$ cat config.mk
export PLATFORM = sky130hd
export DESIGN_NAME = ps2_kbd_rx
export DESIGN_NICKNAME = d
export VERILOG_FILES = /design/src/rtl/ps2_pkg.sv /design/src/rtl/ps2_filter.sv /design/src/rtl/ps2_kbd_rx.sv
export SDC_FILE = /design/constraint.sdc
export NUM_CORES = 1
export LEC_CHECK = 0
export CORE_MARGIN = 5
export CORE_UTILIZATION = 61
export CTS_CLUSTER_DIAMETER = 60
export DETAILED_ROUTE_END_ITERATION = 8
export PLACE_DENSITY_LB_ADDON = 0.1
export SKIP_CTS_REPAIR_TIMING = 1
export SLEW_MARGIN = 20
export SYNTH_ARGS = -nofsm -noshare
export SYNTH_HDL_FRONTEND = slang
export SYNTH_SLANG_ARGS = --single-unit
$ cat constraint.sdc
create_clock -name clk -period 3.4 [get_ports clk]
set_input_delay 0.68 -clock clk [delete_from_list [all_inputs] [get_ports clk]]
set_output_delay 0.68 -clock clk [all_outputs]
set_load 0.02 [all_outputs]
$ cat src/rtl/ps2_pkg.sv
// ps2_pkg: shared receiver state encoding and PS/2 frame constants
package ps2_pkg;
  localparam int DATA_BITS = 8;
  localparam int FRAME_LEN = 11;
  typedef enum logic [1:0] {IDLE, DATA, PARITY, STOP} state_e;
endpackage

$ cat src/rtl/ps2_filter.sv
// ps2_filter: 2-flop synchronizer plus glitch filter that moves the level only after FILTER_LEN equal samples
module ps2_filter #(
  parameter int FILTER_LEN = 4
) (
  input  logic clk,
  input  logic reset_i,
  input  logic d_i,
  output logic level_o
);
  localparam int CW = $clog2(FILTER_LEN + 1);
  logic meta_q, sync_q, level_q, level_d;
  logic [CW-1:0] cnt_q, cnt_d;
  always_ff @(posedge clk or posedge reset_i) begin
    if (reset_i) begin
      meta_q  <= 1'b1;
      sync_q  <= 1'b1;
      level_q <= 1'b1;
      cnt_q   <= '0;
    end else begin
      meta_q  <= d_i;
      sync_q  <= meta_q;
      level_q <= level_d;
      cnt_q   <= cnt_d;
    end
  end
  // cnt counts consecutive samples disagreeing with the current level
  always_comb begin
    level_d = level_q;
    cnt_d   = '0;
    if (sync_q != level_q) begin
      if (cnt_q == CW'(FILTER_LEN - 1)) level_d = sync_q;
      else cnt_d = cnt_q + 1'b1;
    end
  end
  assign level_o = level_q;
endmodule

$ cat src/rtl/ps2_kbd_rx.sv
// ps2_kbd_rx: PS/2 keyboard frame receiver with glitch filtering, parity check and inter-edge timeout
module ps2_kbd_rx
  import ps2_pkg::*;
#(
  parameter int FREQ_HZ    = 1_000_000,
  parameter int FILTER_LEN = 4,
  parameter int TIMEOUT_US = 1000
) (
  input  logic       clk,
  input  logic       reset_i,
  input  logic       ps2_clk_i,
  input  logic       ps2_data_i,
  output logic [7:0] ps2_kbd_code_o,
  output logic       ps2_kbd_strobe_o,
  output logic       ps2_kbd_err_o
);
  localparam int TIMEOUT_CYCLES = FREQ_HZ / 1_000_000 * TIMEOUT_US;
  localparam int TW = $clog2(TIMEOUT_CYCLES + 1);
  localparam int BW = $clog2(DATA_BITS);
  state_e state_q, state_d;
  logic [BW-1:0] bit_cnt_q, bit_cnt_d;
  logic [7:0] shift_q, shift_d, code_q, code_d;
  logic [TW-1:0] tmo_q, tmo_d;
  logic par_q, par_d, strobe_q, strobe_d, err_q, err_d;
  logic clk_lvl, clk_lvl_q, dmeta_q, dsync_q;
  logic fall, timeout, stop_edge, frame_ok;
  ps2_filter #(.FILTER_LEN(FILTER_LEN)) u_clk_filter (
    .clk    (clk),
    .reset_i(reset_i),
    .d_i    (ps2_clk_i),
    .level_o(clk_lvl)
  );
  always_ff @(posedge clk or posedge reset_i) begin
    if (reset_i) begin
      state_q   <= IDLE;
      bit_cnt_q <= '0;
      shift_q   <= '0;
      par_q     <= 1'b0;
      tmo_q     <= '0;
      code_q    <= '0;
      strobe_q  <= 1'b0;
      err_q     <= 1'b0;
      clk_lvl_q <= 1'b1;
      dmeta_q   <= 1'b1;
      dsync_q   <= 1'b1;
    end else begin
      state_q   <= state_d;
      bit_cnt_q <= bit_cnt_d;
      shift_q   <= shift_d;
      par_q     <= par_d;
      tmo_q     <= tmo_d;
      code_q    <= code_d;
      strobe_q  <= strobe_d;
      err_q     <= err_d;
      clk_lvl_q <= clk_lvl;
      dmeta_q   <= ps2_data_i;
      dsync_q   <= dmeta_q;
    end
  end
  assign fall     = clk_lvl_q & ~clk_lvl;
  assign timeout  = (state_q != IDLE) && (tmo_q == TW'(TIMEOUT_CYCLES));
  assign frame_ok = dsync_q & (^{shift_q, par_q});
  always_comb begin
    state_d   = state_q;
    bit_cnt_d = bit_cnt_q;
    shift_d   = shift_q;
    par_d     = par_q;
    tmo_d     = (state_q == IDLE || fall) ? '0 :
                (tmo_q == TW'(TIMEOUT_CYCLES)) ? tmo_q : tmo_q + 1'b1;
    if (timeout) begin
      state_d   = IDLE;
      bit_cnt_d = '0;
      shift_d   = '0;
    end else if (fall) begin
      case (state_q)
        IDLE: begin
          state_d   = dsync_q ? IDLE : DATA;
          bit_cnt_d = '0;
        end
        DATA: begin
          shift_d   = {dsync_q, shift_q[7:1]};
          bit_cnt_d = bit_cnt_q + 1'b1;
          state_d   = (bit_cnt_q == BW'(DATA_BITS - 1)) ? PARITY : DATA;
        end
        PARITY: begin
          par_d   = dsync_q;
          state_d = STOP;
        end
        default: state_d = IDLE;
      endcase
    end
  end
  // timeout and stop_edge are mutually exclusive, so strobe and err never coincide
  always_comb begin
    stop_edge = fall && (state_q == STOP) && !timeout;
    strobe_d  = stop_edge & frame_ok;
    err_d     = timeout | (stop_edge & ~frame_ok);
    code_d    = strobe_d ? shift_q : code_q;
  end
  assign ps2_kbd_code_o   = code_q;
  assign ps2_kbd_strobe_o = strobe_q;
  assign ps2_kbd_err_o    = err_q;
endmodule

# ---- Yosys cells after proc, flatten, opt, wreduce, memory -nomap -nowiden
# Cells that the tools add are included.
dict set report op_classes {
  n_shift 0
  n_eq_ne 8
  n_mux 15
  multipliers 0
  n_bitwise 8
  magnitude_cmp 0
  addsub 3
  n_div 0
  reduce_logical 15
}
# op n
set ops {}
lappend ops {{8-bit 2-to-1 mux} 3}
lappend ops {{10-bit 2-to-1 mux} 2}
lappend ops {{3-bit 2-to-1 mux} 4}
lappend ops {{10-bit by 1-bit adder with 10-bit output (second input constant)} 1}
lappend ops {{10-bit == test (second input constant)} 1}
lappend ops {{9-bit parity} 1}
lappend ops {{3-bit by 1-bit adder with 3-bit output (second input constant)} 2}
lappend ops {{2-bit 2-to-1 mux} 3}
lappend ops {{2-bit case mux with 3 select lines} 1}
lappend ops {{3-bit case mux with 2 select lines} 1}
lappend ops {{2-bit AND reduction} 3}
lappend ops {{2-bit nonzero test} 3}
lappend ops {{1-bit bitwise AND} 4}
lappend ops {{2-bit == test (second input constant)} 2}
lappend ops {{3-bit by 2-bit == test with 1-bit output (second input constant)} 1}
lappend ops {{3-bit == test (second input constant)} 1}
lappend ops {{1-bit logical AND} 3}
lappend ops {{1-bit NOT} 3}
lappend ops {{3-bit AND reduction} 1}
lappend ops {{3-bit nonzero test} 1}
lappend ops {{2-bit by 1-bit == test with 1-bit output (second input constant)} 1}
lappend ops {{2-bit zero test} 1}
lappend ops {{2-bit != test (second input constant)} 1}
lappend ops {{1-bit zero test} 1}
lappend ops {{4 further kinds} 4}
dict set report word_totals {
  ff_bits 43
  latchBits 0
  mem_bits_rw 0
  wordCells 64
  mem_bits_ro 0
  in_bits 4
  mem_count 0
  out_inout_bits 10
}

# ---- Depth between registers and ports, before layout
dict set report depth {
  ltp_word 6
  depth_mapped 7
  mapped_depth_nobuf 6
}

# ---- Cells and area by module
# Synthesis repeated with hierarchy kept, for this count alone.
dict set report hier_totals {
  cells_unflattened 148
  hier_area_um2 1900.6
}
# module n_inst seq_area_each_um2 area_each_um2 cells_per_inst
set by_module_without_submodules {}
lappend by_module_without_submodules {ps2_kbd_rx 1 929.6 1676.6 134}
lappend by_module_without_submodules {ps2_filter 1 153.9 224.0 14}

# ---- Least setup slack after synthesis
# No wires, ideal clock.
dict set report synth_timing {
  path_kind {register -> register}
  from {register shift_q[3]}
  to {register code_q[0], in the netlist ps2_kbd_code_o[0]}
  setup_ps 125
  stages_incl_launch_ff 6
  period_less_slack_ps 1782
  slack_ps 1618
  t_arrival_ps 1657
  n_path_buf 0
  cell_sequence {dfrtp_1 -> xor2_1 -> xnor3_1 -> mux2i_2 -> nand2_4 -> mux2_4}
}
dict set report synth_between {
  elab_chain_len 3
}
# item line
set synth_lines {}
lappend synth_lines {{from (decl)} ps2_kbd_rx.sv:22} ;# logic [7:0] shift_q, shift_d, code_q, code_d;
lappend synth_lines {{from (signal assigned)} ps2_kbd_rx.sv:49} ;# shift_q <= shift_d;
lappend synth_lines {{9-bit parity} ps2_kbd_rx.sv:62} ;# assign frame_ok = dsync_q & (^{shift_q, par_q});
lappend synth_lines {{1-bit bitwise AND} ps2_kbd_rx.sv:62}
lappend synth_lines {{1-bit bitwise AND} ps2_kbd_rx.sv:96} ;# strobe_d = stop_edge & frame_ok;
lappend synth_lines {{to (signal assigned)} ps2_kbd_rx.sv:52} ;# code_q <= code_d;
lappend synth_lines {{to (decl)} ps2_kbd_rx.sv:22}
# No other way between the ends.
# A chain may end at the register's enable or synchronous reset.

# ---- Final worst setup path
dict set report layout_timing {
  from {register code_q[1], in the netlist ps2_kbd_code_o[1]}
  to {output port ps2_kbd_code_o[1]}
}
# item line
set layout_lines {}
lappend layout_lines {{to (decl)} ps2_kbd_rx.sv:13} ;# output logic [7:0] ps2_kbd_code_o,
# No word-level cell between the ends.

==> reports/summary.md <==
The combinational power share came out at 0.336. The synthesized area came out at 0.00189 mm^2. TritonCTS built the clock tree. The fraction of final layout cells with drive strength greater than 1 is 0.169, and the net count reported at finish is 174. The number of port buffers works out to 13. The setup violation total in the final timing report is 0, and the clock latency of the later-clocked register in the worst-skew pair is 0.35 ns. After detailed routing, the number of vias per cell comes to 5.73. The growth of design area from synthesis to finish is 14.4%, and the first-iteration detailed-routing DRC count is 36. In this run the static leakage power is 1.04 nW.

The floorplan has 20 rows. For this design the total switching power over the nets is 0.561 mW. For the pin with the worst max-slew slack, the measured transition is 0.668 ns. In this run the worst path has a maximum fanout of 2. The tree is rooted in a clkbuf_4. Detailed-route wire length per cell: 15.1 um. The largest single stage delay on the critical path is 0.61 ns. Number of clock sinks seen by CTS: 43. For the number of antenna violations at the first check in global routing, the log shows 0.

The logs give 0 for the count of final max-slew check failures and 0 for the final antenna diode count. In this run the cell area measured after placement is 0.00206 mm^2. The relative contribution of sequential cells to total power came out at 0.445. The tightest min-delay check is of the reg -> reg type. Boundary pin count: 14. The signal on the critical path passes through clkdlybuf4s50_1. Endpoint class of the critical path: an output pin. The total overflow reported by the global router came out at 0. The total number of cells along the worst setup path is 1, and the horizontal die dimension is 65.6 um. For the worst setup path, the data arrival time is 1.34 ns. After routing the design area is 0.00216 mm^2. Summing over every cut layer, the via total after detailed routing is 1141.

In the layout the commonest cells are dfrtp_1, clkdlybuf4s50_1, nor2_1. The H-tree was split into 2 levels. The logs give 2.16 mm for the HPWL after detailed placement and 0.628 for the initial core utilization.

The global routing usage summed across all routing layers was 0.164. The run gives 5.31 mm as the global-route wire length before repair. Entering global routing, the biggest net connects 44 pins. The count of nets left with antenna violations once routing finished came out at 0. The switching portion of total power was 0.318. For the setup skew after layout, the log shows 0.00656 ns. The tools report the worst-case clock buffer depth as 2.

For this run, the leading register cell type out of synthesis is dfrtp_1. Counting flops with a built-in enable in the synthesized netlist gives 0. The run gives 408 uV as the worst ir drop on vdd. Setup total negative slack on the finished layout was measured at 0 ns. The run gives 0.574 as the part of the Yosys area used for sequential elements.

The largest delay contributor family on the critical path is buffers and inverters. The tools report the end of the worst register-to-register path as shift_q[5]. The required time reported for the critical path endpoint came out at 2.72 ns. The cell count after synthesis was 147; the part of the total power dissipated in the clock network was 0.219. Among all stages on the critical path, the largest delay is contributed by clkdlybuf4s50_1.

Dividing total power by cell area gives a power density of 817 mW/mm^2. Most common cell after layout, fill and taps aside: dfrtp_1. The count of buffer and inverter cells on the critical path was 1.

The most critical setup path has its endpoint at ps2_kbd_code_o[1]. The run finished with clean final reports. The part of the cycle the worst path needs is 0.594. For the worst flop-to-flop path, the logic depth is 5. Net count of the mapped netlist: 156.

For the area of the core, the log shows 0.00300 mm^2. For the headroom to the max-slew limit, the log shows 0.552. The pre-antenna-repair detailed-routing pass consisted of 4 iterations. The max-cap violation count came out at 0. The worst setup path is of the reg -> out kind. Tracing the worst setup path back leads to its startpoint at ps2_kbd_code_o[1]. The die covers 0.00431 mm^2. The shortest clock period the worst path allows after layout works out to 2.02 ns. Counting distinct cell types in the post-synthesis netlist gives 33. Buffers inserted during clock tree synthesis total 5. Timing would allow up to 495 MHz. Setup slack on the worst reg-to-reg path comes out at 1.47 ns. The Yosys step of the flow raised 0 warnings. The tools report the critical path launch point type as a flip-flop.

The total wire length after detailed routing is 3.01 mm, and the post-synthesis area per instance is 12.8 um^2. The run gives 0 as the final count of hold timing violations. Clock-pin slew was measured on the worst setup and hold paths at 0.11 ns. Setup repair after global routing left no endpoint under its margin. The worst reg2reg path startpoint was tmo_q[2]. The async set-or-reset flop fraction in the synthesized netlist was 1.00. The internal power of the cells totals 1.20 mW. From bottom edge to top edge, the die measures 65.6 um. For the detailed-route DRC error count, the log shows 0. The via count of the first global-routing pass was 1162; the flop and latch count out of synthesis was 43.

The congestion estimate from routability-driven global placement came to 0.815.
==> per-stage QoR <==
step / hold WS (ns) / instances / power [mW] / utilization / setup WS (ns)
final: 0.366 / 199 / 1.76 / 0.719 / 1.38
after global routing: 0.377 / 199 / 1.88 / 0.719 / 1.29
after CTS: 0.367 / 199 / 1.78 / 0.719 / 1.37
after detailed placement: 0.349 / 191 / 1.40 / 0.685 / 1.47
after global placement: 0.347 / 191 / 1.36 / 0.685 / 1.50
after floorplan: 0.345 / 147 / 1.24 / - / 1.62
==> power by group through the flow <==
| stage | Combinational [mW] | Sequential [mW] | Clock [mW] |
|---|---|---|---|
| 3_5_place_dp | 0.600 | 0.795 | 0 |
| 4_1_cts | 0.600 | 0.785 | 0.395 |
| 3_3_place_gp | 0.579 | 0.783 | 0 |
| 5_1_grt | 0.654 | 0.806 | 0.417 |
| 2_1_floorplan | 0.476 | 0.766 | 0 |
| 6_report | 0.593 | 0.784 | 0.386 |
==> layer usage <==
metal	part of all wire	up-vias	wire (um)	track usage
met5	0	-	0	0
met4	0.021	0	62	0.0777
met3	0.038	7	115	0.0427
met2	0.50	26	1510	0.265
met1	0.44	559	1330	0.205
li1	-	549	-	-
==> cell type report <==
class                   count  area (um^2)
clock buffers               6         41.3
clock inverters             2         60.1
fillers                   207          845
inverters                   5         18.8
multi-input cells          95          768
flip-flops and latches     43         1080
well taps                  33         41.3
repair buffers             15          145
==> cells in the mapped netlist, drive strengths merged (3+ instances only) <==
library cell,instances,area (um^2)
nand2,5,26.3
xor2,6,52.6
inv,5,18.8
ha,5,62.6
nor3b,5,37.5
a22o,10,87.6
dfstp,6,158
clkbuf,3,11.3
a21oi,3,15.0
mux2,11,154
nand3,6,30.0
xnor2,6,52.6
o21ai,5,25.0
nor2,11,41.3
dfrtp,37,926
nor3,5,25.0
==> registers in the layout, indices dropped and copies added (netlist names) <==
| register | cells |
|---|---|
| u_clk_filter.sync_q | 1 |
| ps2_kbd_strobe_o | 1 |
| tmo_q | 10 |
| u_clk_filter.cnt_q | 3 |
| clk_lvl_q | 1 |
| dsync_q | 1 |
| ps2_kbd_code_o | 8 |
| state_q | 2 |
| bit_cnt_q | 3 |
| dmeta_q | 1 |
| u_clk_filter.meta_q | 1 |
| ps2_kbd_err_o | 1 |
| par_q | 1 |
| shift_q | 8 |
| u_clk_filter.level_o | 1 |
==> worst min-delay path by stage <==
stage	from	to	slack, ns	depth (start not counted)
final	dmeta_q	dsync_q	0.37	0
after global routing	u_clk_filter.meta_q	u_clk_filter.sync_q	0.38	0
after CTS	dmeta_q	dsync_q	0.37	0
after detailed placement	dmeta_q	dsync_q	0.35	0
after global placement	u_clk_filter.meta_q	u_clk_filter.sync_q	0.35	0
after floorplan	dmeta_q	dsync_q	0.35	0
==> logic make-up (layout without fill, tap and decap cells) <==
| family | after synthesis | count (layout) | synth area share |
|---|---|---|---|
| and+or+nand+nor | 42 | 42 | 0.121 |
| adders and majority gates | 5 | 5 | 0.0332 |
| AOI/OAI and AO/OA | 21 | 21 | 0.0789 |
| muxes | 13 | 13 | 0.0942 |
| buffers and inverters | 9 | 28 | 0.0186 |
| xor gates and xnor gates | 14 | 14 | 0.0796 |
| DFF | 43 | 43 | 0.574 |
No activity file was read; power rests on OpenSTA's default activity.
